`src/rtl/pwm_generator.sv`:
```
// Sixteen-channel output driver: each pin is forced low, held high, or driven by a
// shared 8-bit PWM whose duty cycle is double-buffered to switch only at period boundaries.
module pwm_generator #(
  parameter int unsigned PRESCALE = 13
) (
  input  logic        clk,
  input  logic        rst_n,
  input  logic [7:0]  en_reg_out_7_0,
  input  logic [7:0]  en_reg_out_15_8,
  input  logic [7:0]  en_reg_pwm_7_0,
  input  logic [7:0]  en_reg_pwm_15_8,
  input  logic [7:0]  pwm_duty_cycle,
  output logic [15:0] out,
  output logic        period_start
);

  localparam int unsigned PW = (PRESCALE > 1) ? $clog2(PRESCALE) : 1;
  localparam logic [PW-1:0] PRESC_MAX = PW'(PRESCALE - 1);

  logic [PW-1:0] presc;
  logic [7:0]    cnt;
  logic [7:0]    duty_sh;
  logic [7:0]    duty_eff;
  logic          tick;
  logic          load;
  logic          pwm_lvl;
  logic [15:0]   en_out;
  logic [15:0]   en_pwm;
  logic [15:0]   out_nxt;

  always_comb begin
    en_out   = {en_reg_out_15_8, en_reg_out_7_0};
    en_pwm   = {en_reg_pwm_15_8, en_reg_pwm_7_0};
    tick     = (presc == PRESC_MAX);
    load     = (presc == '0) && (cnt == 8'd0);
    // Bypass the shadow on the load cycle so a duty written in that very cycle
    // governs the whole new period, including its first sample.
    duty_eff = load ? pwm_duty_cycle : duty_sh;
    pwm_lvl  = (duty_eff == 8'hFF) ? 1'b1 : (cnt < duty_eff);
    // Output enable dominates; PWM mode gates the static-on level with pwm_lvl.
    out_nxt  = en_out & (~en_pwm | {16{pwm_lvl}});
  end

  always_ff @(posedge clk or negedge rst_n) begin
    if (!rst_n) begin
      presc        <= '0;
      cnt          <= 8'd0;
      duty_sh      <= 8'd0;
      out          <= 16'h0000;
      period_start <= 1'b0;
    end else begin
      presc        <= tick ? '0 : presc + PW'(1);
      cnt          <= tick ? cnt + 8'd1 : cnt;
      duty_sh      <= load ? pwm_duty_cycle : duty_sh;
      out          <= out_nxt;
      period_start <= load;
    end
  end

endmodule
```
`config.mk`:
```
export PLATFORM = sky130hd
export DESIGN_NAME = pwm_generator
export DESIGN_NICKNAME = d
export VERILOG_FILES = /design/src/rtl/pwm_generator.sv
export SDC_FILE = /design/constraint.sdc
export NUM_CORES = 1
export LEC_CHECK = 0
export BUFFER_PORTS_ARGS = -buffer_cell sky130_fd_sc_hd__buf_2
export CAP_MARGIN = 30
export CORE_ASPECT_RATIO = 0.7
export CORE_MARGIN = 5
export CORE_UTILIZATION = 49
export CTS_CLUSTER_SIZE = 10
export DETAILED_ROUTE_END_ITERATION = 6
export PLACE_DENSITY = 0.78
export SYNTH_ARGS = -nofsm -noshare
export SYNTH_HDL_FRONTEND = slang
export SYNTH_SLANG_ARGS = --single-unit
```
`constraint.sdc`:
```
create_clock -name clk -period 3.95 [get_ports clk]
set_clock_uncertainty 0.05 [all_clocks]
set_input_delay 0.395 -clock clk [delete_from_list [all_inputs] [get_ports clk]]
set_output_delay 0.395 -clock clk [all_outputs]
set_load 0.01 [all_outputs]
```
# After elaboration in Yosys (flattened, before gate mapping)
# Cells that the tools add are included.
[classes]
n_mux = 3
add_sub_neg = 2
order_cmp = 1
n_reduce_logical = 3
bitwise = 3
eq_ne = 2
[op_table]
columns = ["operator", "n"]
rows = [
  ["$and 16x16->16", 1],
  ["$not 16->16", 1],
  ["$or 16x16->16", 1],
  ["$add 8x1->8 const B", 1],
  ["$eq 8x8->1 const B", 1],
  ["$logic_not 8->1", 1],
  ["$lt 8x8->1", 1],
  ["$mux 8", 1],
  ["$add 4x1->4 const B", 1],
  ["$eq 4x4->1 const B", 1],
  ["$logic_not 4->1", 1],
  ["$mux 4", 1],
  ["$logic_and 1x1->1", 1],
  ["$mux 1", 1],
]
[word_totals]
word_cells = 19
out_inout_bits = 17
ff_bits = 37

# Logic depth before layout (Yosys ltp)
[logic_depth]
word_depth = 7
ltp_mapped = 14
ltp_nobuf = 12

# Worst setup path after synthesis
# No wires, ideal clock.
[synth_timing]
kind = "flip-flop to flip-flop"
startpoint = "reg cnt[0]"
endpoint = "reg out[10]"
arrival_ns = 2.800
setup_slack_ns = 0.973
required_time_ns = 3.774
n_path_buf = 2
stages_incl_launch_ff = 15
path_cell_list = "dfrtp_1 inv_1 ha_1 nor4b_2 nand3_1 buf_4 mux2_2 inv_1 ha_1 nand4_1 nor3_1 o211ai_1 o311ai_4 buf_6 a31oi_1"
[synth_between]
elab_chain_cells = 7
word_cells_on_any_way = 8
[synth_rtl]
columns = ["element", "line_no", "source"]
rows = [
  ["from (decl)", "21", "logic [7:0] cnt;"],
  ["from (signal assigned)", "53", "cnt <= tick ? cnt + 8'd1 : cnt;"],
  ["$logic_not 8->1 (*)", "35", "load = (presc == '0) && (cnt == 8'd0);"],
  ["$logic_and 1x1->1 (*)", "35", ""],
  ["$mux 8 (*)", "-", ""],
  ["via duty_eff[5]", "23", "logic [7:0] duty_eff;"],
  ["$lt 8x8->1 or $eq 8x8->1 (tied branches)", "39", "pwm_lvl = (duty_eff == 8'hFF) ? 1'b1 : (cnt < duty_eff);"],
  ["$mux 1 (*)", "39", ""],
  ["$or 16x16->16 (*)", "41", "out_nxt = en_out & (~en_pwm | {16{pwm_lvl}});"],
  ["$and 16x16->16 (*)", "41", ""],
  ["via out_nxt[10]", "29", "logic [15:0] out_nxt;"],
  ["to (signal assigned)", "55", "out <= out_nxt;"],
  ["to (decl)", "13", "output logic [15:0] out,"],
]
# The timed path passes the listed nets; every way through them passes the cells marked *.
# A chain may end at the register's enable or synchronous reset.

# Final worst setup path
[layout_timing]
startpoint = "reg cnt[0]"
endpoint = "reg out[2]"
[layout_between]
elab_chain_cells = 7
word_cells_on_any_way = 8
[layout_rtl]
columns = ["element", "line_no"]
rows = [
  ["$logic_not 8->1", "35"],
  ["$logic_and 1x1->1", "35"],
  ["$mux 8", "-"],
  ["$lt 8x8->1 or $eq 8x8->1 (tied branches)", "39"],
  ["$mux 1 (*)", "39"],
  ["$or 16x16->16 (*)", "41"],
  ["$and 16x16->16 (*)", "41"],
  ["via out_nxt[2]", "29"],
]
# Marks and branches as above.

==> flow_metrics.env <==
export IMPL_clkSlewWorstSetupHoldPaths_ns=0.08
export IMPL_postSynthAreaPerCell_um2=11.12
export IMPL_cts_root_buf="clkbuf_8"
export IMPL_fin_crit_sh_pct=87.02
export IMPL_diodes=0
export IMPL_synthToLayoutAreaGrowth_pct=25.78
export IMPL_gp_congestion=0.9212
export IMPL_yosysMostFrequentCell="dfrtp_1"
export IMPL_synthArstFlopShare_pct=100.0
export IMPL_worst_path_max_delay_cell="o311ai_4"
export IMPL_track_usage_pct=16.72
export IMPL_core_um2=3491
export IMPL_die_w_um=81.57
export IMPL_dpl_worst_slack_ns=0.4890
export IMPL_synth_area_leader_cell="dfrtp_1"
export IMPL_worstSetupPathType="reg -> reg"
export IMPL_cts_tree="done"
export IMPL_grt_pass1_wl_mm=5.968
export IMPL_leakage_nw=1.153
export IMPL_crit_arrival_ns=3.53
export IMPL_fill_cells=289
export IMPL_fin_tns_setup_ns=0
export IMPL_maxCapViolations=0
export IMPL_slew_violations=0
export IMPL_synth_area_um2=1757
export IMPL_post_cts_buffers=0
export IMPL_seq_area_frac_synth_pct=52.71
export IMPL_cts_inserted_buffers=5
export IMPL_wl_per_cell_um=13.42
export IMPL_fin_hold_ws_ns=0.1254
export IMPL_synthTopCellsByCount="dfrtp_1 (37), inv_1 (29), a31oi_1 (17)"
export IMPL_min_period_ns=3.437
export IMPL_grt_overflow=0
export IMPL_cp_required_ns=4.04
export IMPL_cpMostUsedCell="ha_1"
export IMPL_cts_hold_buf=0
export IMPL_synth_edff_count=0
export IMPL_synth_seq_cells=37
export IMPL_final_hold_violation_count=0
export IMPL_ant_nets=0
export IMPL_pin_count=59
export IMPL_synth_top_area_share_pct=52.71
export IMPL_synth_ff_type="dfrtp_1"
export IMPL_worstHoldPathType="in -> async"
export IMPL_viasPerCell=4.941
export IMPL_cts_resized=0
export IMPL_die_h_um=60.10
export IMPL_drt_iter0_drc=70
export IMPL_crit_chain="inv_1 > ha_1 > nor4b_2 > nand3_1 > buf_4 > mux2i_1 > ha_1 > nand4_1 > nor3_1 > o211ai_1 > o311ai_4 > a31oi_1"
export IMPL_cp_start_kind="flop"
export IMPL_worstMarginPinSlew_ns=0.7783
export IMPL_synth_warnings=0
export IMPL_end_kind="flop"
export IMPL_antenna_found_initial=0
export IMPL_final_nets=273
export IMPL_pwr_density_cell_nw_per_um2=357.0
export IMPL_rows=18
export IMPL_peakVddDrop_mv=0.2747
export IMPL_finalSetupViolCount=0
export IMPL_io_buffer_count=58
export IMPL_rsz0062_at_grt="no"
export IMPL_drt_total_wl_mm=3.651
export IMPL_critPathMaxFanout=16
export IMPL_run_status="complete, no violations"
export IMPL_fmax_mhz=290.9
export IMPL_dieArea_um2=4902
export IMPL_vias=1344
export IMPL_slew_headroom_pct=48.11
export IMPL_cpPeakStageDelay_ns=0.71
export IMPL_syn_nets=210
export IMPL_dp_hpwl_mm=2.815
export IMPL_drc=0
export IMPL_htreeDepth=2
export IMPL_ys_top_cells_by_area="dfrtp_1 (53%), ha_1 (7.1%), inv_1 (6.2%)"
export IMPL_grt_max_degree=38
export IMPL_yosysUniqueCellTypes=31
export IMPL_clkLatencyLatePin_ns=0.30
export IMPL_final_util_pct=63.30
export IMPL_fin_ws_ns=0.5127
export IMPL_cts_sinks=37
export IMPL_drtPass1Iterations=4
export IMPL_cts_max_path_buffers=2
export IMPL_drive_above_1_share_pct=34.68
export IMPL_synthCells=158
export IMPL_first_global_vias=1323
export IMPL_initial_core_util_pct=50.32
==> sequential cells by signal, summed over array words and instances (netlist names) <==
register / cells
out: 16
duty_sh: 8
presc: 4
cnt: 8
period_start: 1
==> cells in the final DEF (no fill, tap or decap), types with 2 or more instances in the layout <==
master    count
a21oi_1       5
a31oi_1      17
and3_1        2
and4_1        2
buf_2        58
buf_4         2
clkbuf_8      5
dfrtp_1      37
ha_1         10
inv_1        29
mux2_2        5
mux2i_1       3
nand2_1       3
nand3_1       3
nand4_1       7
nor2_1        5
nor2b_1       3
o21ai_0       4
xnor2_1       7
==> power breakdown <==
part,switching [W],internal [W],leakage [nW]
sequential,0.00000474,0.000391,0.441
combinational,0.0000326,0.0000302,0.657
clock,0.000141,0.000189,0.0543
==> path summary, 6_finish.rpt <==
check                                    from    endpoint  slack, ns  depth (start not counted)
setup reg to reg                       cnt[0]      out[2]       0.51                         12
hold reg to reg                      presc[0]    presc[0]       0.44                          1
hold / removal                          rst_n  duty_sh[2]       0.13                          1
max in group asynchronous               rst_n      cnt[2]       3.24                          1
setup / recovery                       cnt[0]      out[2]       0.51                         12
min in group clk           en_reg_pwm_15_8[1]      out[9]       0.21                          2
==> final cells by class <==
class | count | area (um^2) | share of cell area, %
clock inverters | 3 | 46.29 | 2.095
inverters | 29 | 108.9 | 4.926
clock buffers | 5 | 68.82 | 3.114
flip-flops and latches | 37 | 925.9 | 41.90
repair buffers | 60 | 305.3 | 13.82
multi-input cells | 88 | 691.9 | 31.31
well taps | 50 | 62.56 | 2.831
==> per-stage QoR <==
step | cell area (um^2) | total power, W | cells
CTS | 2210 | 0.0007958 | 272
global route | 2210 | 0.0008219 | 272
floorplan | 1757 | 0.0004254 | 158
detailed placement | 2095 | 0.0004672 | 264
finish | 2210 | 0.0007888 | 272
global placement | 2087 | 0.0004660 | 263
==> critical path: cells and delay by family, from the launching register on <==
kind	cells	cell delay, ns
mux	1	0.15
fa+ha+maj	2	0.45
flops	1	0.43
buf+inv	2	0.32
simple gates	4	0.79
compound gates	3	1.08
==> kinds of logic (layout without fill, tap and decap cells) <==
group | Yosys count | after routing | share of synthesized area (%)
flops | 37 | 37 | 52.71
compound gates | 33 | 33 | 12.75
buf+inv | 33 | 97 | 7.905
simple gates | 29 | 29 | 10.61
fa+ha+maj | 10 | 10 | 7.123
xor+xnor | 8 | 8 | 3.989
mux | 8 | 8 | 4.914
==> metal layers <==
metal	vias to the layer above	global-route usage [%]	wire length, um
met5	-	0	0
met4	0	7.952	78
met3	8	6.476	301
met2	50	25.17	1626
met1	616	21.14	1644
li1	670	-	-
Power figures use the tool's default switching activity.
